`src/rtl/uart_tx_arbiter.sv`:
```
// Round-robin arbiter sharing one UART transmitter among NUM_REQ byte producers.
// Drives the Send/Busy handshake for the granted requester, with a start timeout.
module uart_tx_arbiter #(
  parameter int unsigned NUM_REQ        = 4,
  parameter int unsigned TIMEOUT_CYCLES = 16
) (
  input  logic                 clk,
  input  logic                 rst_n,
  input  logic [NUM_REQ-1:0]   req,
  input  logic [8*NUM_REQ-1:0] req_data,
  output logic [NUM_REQ-1:0]   ack,
  output logic [NUM_REQ-1:0]   grant,
  output logic                 tx_send,
  output logic [7:0]           tx_din,
  input  logic                 tx_busy,
  output logic                 timeout_err
);
  localparam int unsigned IW = (NUM_REQ > 1) ? $clog2(NUM_REQ) : 1;
  localparam int unsigned CW = $clog2(TIMEOUT_CYCLES + 1);

  typedef enum logic [1:0] {IDLE, START, BUSY} state_t;

  state_t             state, state_nxt;
  logic [IW-1:0]      rr_ptr, rr_ptr_nxt, gidx, gidx_nxt, ptr_after_g;
  logic [CW-1:0]      cnt, cnt_nxt;
  logic [NUM_REQ-1:0] grant_nxt, ack_nxt;
  logic               tx_send_nxt, timeout_err_nxt;
  logic [7:0]         tx_din_nxt;
  logic [7:0]         data_arr [NUM_REQ];
  logic               found;
  logic [IW-1:0]      sel, idx;

  for (genvar gi = 0; gi < NUM_REQ; gi++) begin : g_unpack
    assign data_arr[gi] = req_data[8*gi +: 8];
  end

  // First requester found when scanning from rr_ptr upward, wrapping around.
  always_comb begin
    found = 1'b0;
    sel   = '0;
    idx   = '0;
    for (int unsigned i = 0; i < NUM_REQ; i++) begin
      idx = IW'((32'(rr_ptr) + i) % NUM_REQ);
      if (!found && req[idx]) begin
        found = 1'b1;
        sel   = idx;
      end
    end
  end

  always_comb begin
    ptr_after_g = IW'((32'(gidx) + 32'd1) % NUM_REQ);
  end

  always_comb begin
    state_nxt       = state;
    rr_ptr_nxt      = rr_ptr;
    gidx_nxt        = gidx;
    cnt_nxt         = cnt;
    grant_nxt       = grant;
    ack_nxt         = '0;
    tx_send_nxt     = tx_send;
    tx_din_nxt      = tx_din;
    timeout_err_nxt = 1'b0;
    case (state)
      IDLE: begin
        if (!tx_busy && found) begin
          state_nxt   = START;
          gidx_nxt    = sel;
          grant_nxt   = NUM_REQ'(1) << sel;
          tx_din_nxt  = data_arr[sel];
          tx_send_nxt = 1'b1;
          cnt_nxt     = '0;
        end
      end
      START: begin
        // Busy wins over the timeout when both occur on the final count.
        if (tx_busy) begin
          state_nxt   = BUSY;
          tx_send_nxt = 1'b0;
          ack_nxt     = grant;
        end else if (cnt == CW'(TIMEOUT_CYCLES - 1)) begin
          state_nxt       = IDLE;
          tx_send_nxt     = 1'b0;
          timeout_err_nxt = 1'b1;
          grant_nxt       = '0;
          cnt_nxt         = '0;
          rr_ptr_nxt      = ptr_after_g;
        end else begin
          cnt_nxt = cnt + CW'(1);
        end
      end
      BUSY: begin
        if (!tx_busy) begin
          state_nxt  = IDLE;
          grant_nxt  = '0;
          cnt_nxt    = '0;
          rr_ptr_nxt = ptr_after_g;
        end
      end
      default: state_nxt = IDLE;
    endcase
  end

  always_ff @(posedge clk or negedge rst_n) begin
    if (!rst_n) begin
      state       <= IDLE;
      rr_ptr      <= '0;
      gidx        <= '0;
      cnt         <= '0;
      grant       <= '0;
      ack         <= '0;
      tx_send     <= 1'b0;
      tx_din      <= '0;
      timeout_err <= 1'b0;
    end else begin
      state       <= state_nxt;
      rr_ptr      <= rr_ptr_nxt;
      gidx        <= gidx_nxt;
      cnt         <= cnt_nxt;
      grant       <= grant_nxt;
      ack         <= ack_nxt;
      tx_send     <= tx_send_nxt;
      tx_din      <= tx_din_nxt;
      timeout_err <= timeout_err_nxt;
    end
  end

endmodule

```
`config.mk`:
```
export PLATFORM = sky130hd
export DESIGN_NAME = uart_tx_arbiter
export DESIGN_NICKNAME = d
export VERILOG_FILES = /design/src/rtl/uart_tx_arbiter.sv
export SDC_FILE = /design/constraint.sdc
export NUM_CORES = 1
export LEC_CHECK = 0
export BUFFER_PORTS_ARGS = -buffer_cell sky130_fd_sc_hd__buf_4
export CAP_MARGIN = 10
export CORE_ASPECT_RATIO = 1.75
export CORE_MARGIN = 2
export CORE_UTILIZATION = 45
export DETAILED_ROUTE_END_ITERATION = 7
export GPL_ROUTABILITY_DRIVEN = 0
export PLACE_DENSITY = 0.8
export SETUP_SLACK_MARGIN = 0.4
export SYNTH_ARGS = -nofsm -noshare
export SYNTH_HDL_FRONTEND = slang
export SYNTH_SLANG_ARGS = --single-unit
```
`constraint.sdc`:
```
create_clock -name clk -period 1.7 [get_ports clk]
set_clock_uncertainty 0.05 [all_clocks]
set_input_delay 0.34 -clock clk [delete_from_list [all_inputs] [get_ports clk]]
set_output_delay 0.34 -clock clk [all_outputs]
set_load 0.005 [all_outputs]
```
# Yosys cells after proc, flatten, opt, wreduce, memory -nomap -nowiden
# Index checks and enable logic that the tools add are counted.
classes:
  add_sub_neg: 5
  n_lt_le_gt_ge: 5
  eq_ne: 8
  n_shift: 1
  n_mux: 46
  n_bitwise: 1
  n_reduce_logical: 18
op_table:
  columns: ["op", "n"]
  rows:
  - ["2-bit 2-to-1 mux", 11]
  - ["4-bit 2-to-1 mux", 5]
  - ["5-bit 2-to-1 mux", 4]
  - ["8-bit binary-select mux with 2-bit select", 1]
  - ["8-bit 2-to-1 mux", 2]
  - ["5-bit case mux with 3 select lines", 1]
  - ["1-bit 2-to-1 mux", 14]
  - ["2-bit by 3-bit less-than comparator with 1-bit output (second input constant)", 4]
  - ["4-bit case mux with 3 select lines", 1]
  - ["4-bit AND reduction", 3]
  - ["1-bit binary-select mux with 2-bit select", 4]
  - ["2-bit != test (second input constant)", 4]
  - ["2-bit case mux with 3 select lines", 1]
  - ["3-bit AND reduction", 2]
  - ["5-bit by 1-bit adder with 5-bit output (second input constant)", 1]
  - ["5-bit by 4-bit == test with 1-bit output (second input constant)", 1]
  - ["2-bit by 1-bit adder with 2-bit output (second input constant)", 2]
  - ["2-bit adder (second input constant)", 2]
  - ["1-bit logical AND", 4]
  - ["1-bit zero test", 4]
  - ["2-bit case mux with 2 select lines", 1]
  - ["2-bit nonzero test", 2]
  - ["1-bit by 2-bit << shifter with 4-bit output (first input constant)", 1]
  - ["3-bit >= comparator (second input constant)", 1]
  - ["other kinds (8)", 8]
totals:
  ff_bits: 29
  input_bits: 39
  output_inout_bits: 18
  word_cells: 93

# Logic depth before layout (Yosys ltp)
# Gate-level depths: netlist of the first run.
logic_depth:
  word_depth: 16
  depth_mapped: 8
  ltp_nobuf: 7

# Worst setup path before layout of the first run
# No wires, ideal clock.
synth_timing:
  kind: "register -> register"
  startpoint: "register state[1]"
  endpoint: "register cnt[3]"
  setup_ns: 0.069
  t_arrival_ns: 1.650
  required_time_ns: 1.581
  slack_ns: -0.068
  path_stages_with_launch: 8
  n_path_buf: 1
  synth_period_minus_slack_ns: 1.768
  path_cell_list: "dfrtp_1 inv_1 ha_1 clkbuf_1 nor3_1 o21bai_2 or4_1 nand3_1"
synth_via:
  elab_chain_cells: 3
  elab_cells_between_ends: 9
  cone_classes: "eq/ne: 5; mux: 1; reduce/logical: 3"
synth_lines:
  columns: ["element", "line_no", "rtl"]
  rows:
  - ["start, declared", "23", "state_t state, state_nxt;"]
  - ["start signal, assigned", "117", "state <= state_nxt;"]
  - ["2-bit by 1-bit == test with 1-bit output (tied with other cells)", "65", "case (state)"]
  - ["2-bit != test (no source line) / 3-bit nonzero test (equally long branches)", null, null]
  - ["4-bit AND reduction (no source line)", null, null]
  - ["end signal, assigned", "120", "cnt <= cnt_nxt;"]
  - ["end, declared", "25", "logic [CW-1:0] cnt, cnt_nxt;"]
# Several ways; a longest one is shown, not always the timed one.
# A chain may end at the register's enable or synchronous reset.

# Final worst setup path of the first run
layout_timing:
  startpoint: "register rr_ptr[1]"
  endpoint: "register tx_din[0]"
layout_via:
  elab_chain_cells: 16
  elab_cells_between_ends: 31
  cone_classes: "add/sub: 3; mux: 19; bitwise: 1; reduce/logical: 8"
layout_lines:
  columns: ["element", "line_no", "rtl"]
  rows:
  - ["start, declared", "24", "logic [IW-1:0] rr_ptr, rr_ptr_nxt, gidx, gidx_nxt, ptr_after_g;"]
  - ["start signal, assigned", "118", "rr_ptr <= rr_ptr_nxt;"]
  - ["parallel branches: the longest is 16 deep, another holds 2-bit by 1-bit adder with 2-bit output", null, null]
  - ["end signal, assigned", "124", "tx_din <= tx_din_nxt;"]
  - ["end, declared", "14", "output logic [7:0] tx_din,"]
# Parallel ways; which one is timed is not known. The select of a mux whose other input is x is not followed.

==> results.yml, run 1 <==
run_status:
  status: "finished with violations"
  violations: "negative setup slack"
cells_and_area:
  drive_above_1_share_pct: 58.24
  antennaDiodeCount: 0
  areaGrowthSynthToFinish_pct: 68.44
  fin_area_um2: 2892
  finalNetCount: 316
power_and_ir_drop:
  pwr-share-comb_pct: 62.6
  p_total_uw: 4662
  power.leakage_uw: 0.001435
  internal-power_uw: 2854
  p_switching_uw: 1809
  pwr-share-clk_pct: 13.3
  vdd_drop_max_v: 0.001121
  swShare_pct: 38.79
  power_density_nw_per_um2: 1612
  p_seq_share_pct: 24.0
global_routing:
  grt_use_met3_pct: 4.355
  gr-usage-met1_pct: 25.20
  grt_max_degree: 30
  grt_pass1_vias: 1817
  antenna_found_initial: 0
  grt_pass1_wl_um: 8107
  overflow: 0
  top_usage_layer: "met2"
  grtUsageTotal_pct: 24.46
  met2_usage_pct: 46.41
clock_tree:
  cts.htree.levels: 2
  cts_buffers: 5
  tritoncts: "yes"
  clock-sinks: 29
  path_clk_slew_ps: 60
  root_buffer: "clkbuf_8"
  clk_path_buf_depth: 2
  insertion_delay_ps: 280
sta:
  hold_violations: 0
  slew_viol_final: 0
  rsz0062_at_grt: "yes"
  setup_viol: 12
  tightest_slew_ps: 522.6
  period_needed_ps: 1776
  min_period_over_period_pct: 104.5
  timing.final.ws_setup_ps: -76.23
  slew_headroom_pct: 65.12
  fmax_mhz: 563.0
routing:
  vias_per_cell: 5.429
  routed_wl_um: 5020
  drt-wirelength-per-cell_um: 15.74
  antenna_left: 0
  drc: 0
  drt_iter0_markers: 38
  num_vias: 1732
  drt_first_pass_iters: 4
setup_path:
  crit_chain: "mux2_4 -> o221ai_2 -> buf_12 -> mux2i_1 -> and3_1 -> a211oi_2"
  path_max_fanout: 14
  required_ps: 1820
  slowest_delay_ps: 420
  critPathSlowestCell: "dfrtp_1"
  crit_type: "reg -> reg"
  start_kind: "register"
  cp.arrival_ps: 1890
  end_kind: "register"
floorplanning:
  die_area_um2: 4344
  coreArea_um2: 3628
  die_y_um: 85.71
  start_util_pct: 47.31
  row_count: 29
  fp.dieW_um: 50.69
  io_pins: 57
logic_synthesis:
  synth_area_leaders: "dfrtp_1, mux2i_1, a211oi_2, and3_1, ha_1"
  syn_nets: 215
  synth_warnings: 0
  synth_area_um2: 1717
  seq_area_frac_synth_pct: 42.27
  synth_cell_types: 42
  syn_inst: 171
  synth.ff_latch_count: 29
  yosys_most_used_dff: "dfrtp_1"
  syn_avg_cell_area_um2: 10.04
  synth_edf_count: 0
  yosys.area.top_type_share_pct: 42.27
  synthArstFlopShare_pct: 100.0
  synth_top_cell_by_area: "dfrtp_1"
worst_hold_path:
  hold_class: "in -> reg"
placement:
  port-buffer-count: 56
  pre_cts_slack_ps: -154.9
  place_area_um2: 2435
  post-dp-hpwl_um: 3250
flow_run:
  drv_cap: 0
-- routing by layer --
metal | routed length [um] | up-vias
met5 | 0 | -
met4 | 172 | 0
met3 | 184 | 16
met2 | 2867 | 62
met1 | 1796 | 828
li1 | - | 826
-- sequential cells by signal (all words and copies together), names as in the netlist --
signal / flops
tx_din: 8
cnt: 5
ack: 4
grant: 4
gidx: 2
rr_ptr: 2
state: 2
timeout_err: 1
tx_send: 1
-- cell type report --
| type | instances | area, um^2 |
|---|---|---|
| Inverter | 6 | 25.02 |
| Fill cell | 211 | 737.0 |
| Multi-Input combinational cell | 128 | 1124 |
| Timing Repair Buffer | 102 | 858.3 |
| Clock buffer | 7 | 96.34 |
| Tap cell | 46 | 57.56 |
| Sequential cell | 29 | 725.7 |
| Clock inverter | 1 | 5.005 |
-- final timing paths --
kind | cells past startpoint | start | endpoint | slack (ps)
worst min-delay path | 2 | tx_busy | timeout_err$_DFF_PN0_ | 320
worst min register to register | 1 | cnt[4]$_DFFE_PN0P_ | cnt[4]$_DFFE_PN0P_ | 450
min in group asynchronous | 2 | rst_n | cnt[2]$_DFFE_PN0P_ | 470
worst max register to register | 6 | rr_ptr[1]$_DFFE_PN0P_ | tx_din[0]$_DFFE_PN0P_ | -80
worst max-delay path | 6 | rr_ptr[1]$_DFFE_PN0P_ | tx_din[0]$_DFFE_PN0P_ | -80
max in group asynchronous | 2 | rst_n | rr_ptr[1]$_DFFE_PN0P_ | 860
-- power groups by stage --
stage                     clock (uW)  combinational [uW]  sequential, uW
after detailed placement           0                2240            1100
after global routing             668                3120            1150
after CTS                        634                2630            1100
after global placement             0                2160            1110
final                            621                2920            1120
after floorplan                    0                1390            1110
-- synth_stat cells, types with 5 or more instances --
library cell and count:
dfrtp_1 29, mux2i_1 17, nor2_1 14, and3_1 12, nand2_1 12, a211oi_2 8
a21oi_1 8, nand3_1 6, o21ai_0 6, clkbuf_1 5, ha_1 5, inv_1 5
-- critical path, delay by kind of cell, from the launching register on --
family | cells | cell delay, ps
DFF | 1 | 420
and+or+nand+nor | 1 | 190
buffers and inverters | 1 | 190
muxes | 2 | 550
AOI/OAI and AO/OA | 2 | 260
-- per-stage QoR --
| stage | cells | TNS (ps) | hold WS (ps) | utilization (%) |
|---|---|---|---|---|
| 4_1_cts | 316 | -567.6 | 269.4 | 76.90 |
| 3_5_place_dp | 292 | -1211 | 236.6 | 67.10 |
| 2_1_floorplan | 171 | 0 | -5.591 | - |
| 6_report | 319 | -530.2 | 316.8 | 79.69 |
| 3_3_place_gp | 292 | -572.0 | 227.1 | 67.10 |
| 5_1_grt | 319 | -2026 | 316.7 | 79.69 |
-- repair_timing --
item | in CTS | in global routing
buffers inserted | 15 | 3
endpoints found under the hold margin | 29 | 0
gates resized for setup | 28 | 18
endpoints found under the setup margin | 24 | 26
hold buffers | 1 | 0
pin swaps | 21 | 9
-- kinds of logic after synthesis --
| kind of cell | Yosys count | share of synthesized area [%] |
|---|---|---|
| mux | 19 | 11.22 |
| fa+ha+maj | 5 | 3.644 |
| simple gates | 62 | 19.17 |
| flops | 29 | 42.27 |
| compound gates | 41 | 18.66 |
| buf+inv | 14 | 4.519 |
| xor+xnor | 1 | 0.5103 |
-- layout by cell type (no fill, tap or decap), types with 2 or more instances in the layout --
cell type	n
o31ai_2	2
a22o_1	2
nand2_1	9
nand3_1	4
nor2_1	12
inv_2	3
buf_12	3
mux2_4	2
nand2_4	2
a21o_1	3
a21oi_1	5
buf_4	84
buf_6	14
nand3_2	2
nor2b_1	2
a21oi_2	2
a211oi_2	8
mux2i_1	17
clkbuf_8	7
inv_1	2
o21ai_2	5
o21ai_1	2
ha_4	3
nor2_2	2
nor3_1	2
and3_1	12
dfrtp_1	29
No activity file was read; power rests on OpenSTA's default activity.
==> run 2, diff against run 1 <==
==> constraint.sdc (replaced) <==
create_clock -name clk -period 1.55 [get_ports clk]
set_clock_uncertainty 0.05 [all_clocks]
set_input_delay 0.31 -clock clk [delete_from_list [all_inputs] [get_ports clk]]
set_output_delay 0.31 -clock clk [all_outputs]
set_load 0.005 [all_outputs]
==> run 2 against run 1 <==
  * The flow still finishes with violations (negative setup slack)
  * Critical path depth stayed put
  * Clock power up 34%
  * Sequential power increased by 11%
  * Die area did not move
  * Global-route usage increased by 1.8 points
  * Clock-buffer cell count is 1 lower
  * Register-to-register slack worse by 180 ps
  * Sequential share of layout area decreased by 2.1 points
  * Wire length is 13% higher
  * First-iteration DRC count down 11%
  * Utilization up 7.6 points
  * Total power up 27%
  * Critical endpoint is now tx_din[4]$_DFFE_PN0P_
==> results.yml, run 2 (synthesized netlist as in run 1, its figures left out) <==
clock_tree:
  cts.htree.levels: 2
  tritoncts: "yes"
  path_clk_slew_ps: 60
  clock-sinks: 29
  insertion_delay_ps: 290
  root_buffer: "clkbuf_8"
  clk_path_buf_depth: 2
  cts_buffers: 5
setup_path:
  end_kind: "register"
  path_max_fanout: 17
  critPathSlowestCell: "dfrtp_2"
  crit_type: "reg -> reg"
  crit_chain: "mux2_4 -> o221ai_4 -> buf_12 -> mux2i_1 -> and3_1 -> a211oi_2"
  slowest_delay_ps: 450
  cp.arrival_ps: 1930
  required_ps: 1680
  start_kind: "register"
floorplanning:
  coreArea_um2: 3628
  row_count: 29
  start_util_pct: 47.31
  fp.dieW_um: 50.69
  die_y_um: 85.71
  io_pins: 57
  die_area_um2: 4344
routing:
  drt_first_pass_iters: 4
  drc: 0
  antenna_left: 0
  vias_per_cell: 5.342
  drt-wirelength-per-cell_um: 16.69
  routed_wl_um: 5657
  drt_iter0_markers: 34
  num_vias: 1811
global_routing:
  antenna_found_initial: 0
  grtUsageTotal_pct: 26.29
  top_usage_layer: "met2"
  grt_pass1_wl_um: 8597
  grt_use_met3_pct: 5.749
  overflow: 0
  gr-usage-met1_pct: 26.10
  grt_max_degree: 30
  grt_pass1_vias: 1876
  met2_usage_pct: 51.32
power_and_ir_drop:
  power_density_nw_per_um2: 1865
  pwr-share-comb_pct: 64.9
  internal-power_uw: 3725
  vdd_drop_max_v: 0.001326
  pwr-share-clk_pct: 14.1
  swShare_pct: 36.89
  p_seq_share_pct: 21.0
  p_switching_uw: 2178
  power.leakage_uw: 0.001546
run_status:
  status: "finished with violations"
  violations: "negative setup slack"
cells_and_area:
  final_cell_mix: "buf_4, buf_6, dfrtp_1"
  regMostFlops: "tx_din"
  final_common_cell: "buf_4"
  antennaDiodeCount: 0
  fin_util_pct: 87.24
  stdcell_count: 339
  areaGrowthSynthToFinish_pct: 84.40
  fin_area_um2: 3166
  finalNetCount: 336
  drive_above_1_share_pct: 62.46
  largest_reg_flops: 8
  fillerInstances: 165
  largestRegisters: "tx_din: 8 flops, cnt: 5 flops"
sta:
  setup_viol: 22
  slew_headroom_pct: 64.69
  rsz0062_at_grt: "yes"
  slew_viol_final: 0
  fmax_mhz: 555.1
  min_period_over_period_pct: 116.2
  fin_setup_tns_ps: -3286
  hold_violations: 0
  period_needed_ps: 1802
  timing.final.ws_setup_ps: -251.5
  tightest_slew_ps: 529.2
flow_run:
  drv_cap: 0
placement:
  post-dp-hpwl_um: 3367
  place_area_um2: 2510
  port-buffer-count: 56
  place_inst: 297
worst_hold_path:
  hold_class: "in -> reg"
## run 2: cell count changes in the layout (fill, tap and decap cells not counted), moves of 2 or more
cell,change
nand2_1,+2
and3_4,+4
nor2_2,+2
buf_6,+15
buf_4,+3
and3_1,-4
nor2_1,-2
buf_12,+2
## run 2: area by class of cell
cell class	count	area (um^2)	area share, %
multi-input cells	128	1146	36.21
flip-flops and latches	29	726.9	22.96
repair buffers	122	1090	34.43
well taps	46	57.56	1.818
inverters	6	25.02	0.7905
clock buffers	6	82.58	2.609
clock inverters	2	37.54	1.186
## run 2: metal layers
| metal | up-vias | share of wire [%] |
|---|---|---|
| met5 | - | 0 |
| met4 | 0 | 1.7 |
| met3 | 11 | 4.4 |
| met2 | 65 | 59 |
| met1 | 878 | 35 |
| li1 | 857 | - |
## run 2: final timing paths
check / slack, ps / end / cells past startpoint / start
min reg2reg: 470 / rr_ptr[0]$_DFFE_PN0P_ / 1 / gidx[0]$_DFFE_PN0P_
max in group asynchronous: 720 / rr_ptr[1]$_DFFE_PN0P_ / 2 / rst_n
min in group asynchronous: 420 / ack[3]$_DFF_PN0_ / 2 / rst_n
max: -250 / tx_din[4]$_DFFE_PN0P_ / 6 / rr_ptr[1]$_DFFE_PN0P_
max reg2reg: -250 / tx_din[4]$_DFFE_PN0P_ / 6 / rr_ptr[1]$_DFFE_PN0P_
min: 320 / timeout_err$_DFF_PN0_ / 3 / tx_busy
## run 2: worst max-delay path: cells and delay by family (launching register included)
kind,cells,cell delay (ps)
AOI/OAI and AO/OA,2,260
and+or+nand+nor,1,190
buffers and inverters,1,190
DFF,1,450
muxes,2,550
## run 2: through the flow
step	setup slack, ps	hold slack, ps	power (uW)
final	-251.5	323.5	5903
after detailed placement	-273.1	201.3	3770
after CTS	-230.7	289.3	5380
after floorplan	-129.6	-35.59	2753
after global routing	-323.8	330.8	6230
after global placement	-252.1	198.3	3685
## run 2: power groups by stage
stage	Sequential (uW)	Clock, uW	Combinational (uW)
after CTS	1230	833	3320
after global routing	1260	874	4090
after global placement	1210	0	2470
after detailed placement	1220	0	2550
final	1240	833	3830
after floorplan	1220	0	1530
## run 2: timing repair
action                                 in CTS  in global routing
pin swaps                                  17                  9
setup endpoints to repair                  43                 46
gates resized for setup                    47                 19
endpoints found under the hold margin      29                  0
hold buffers                                1                  0
buffers inserted                           20                 13
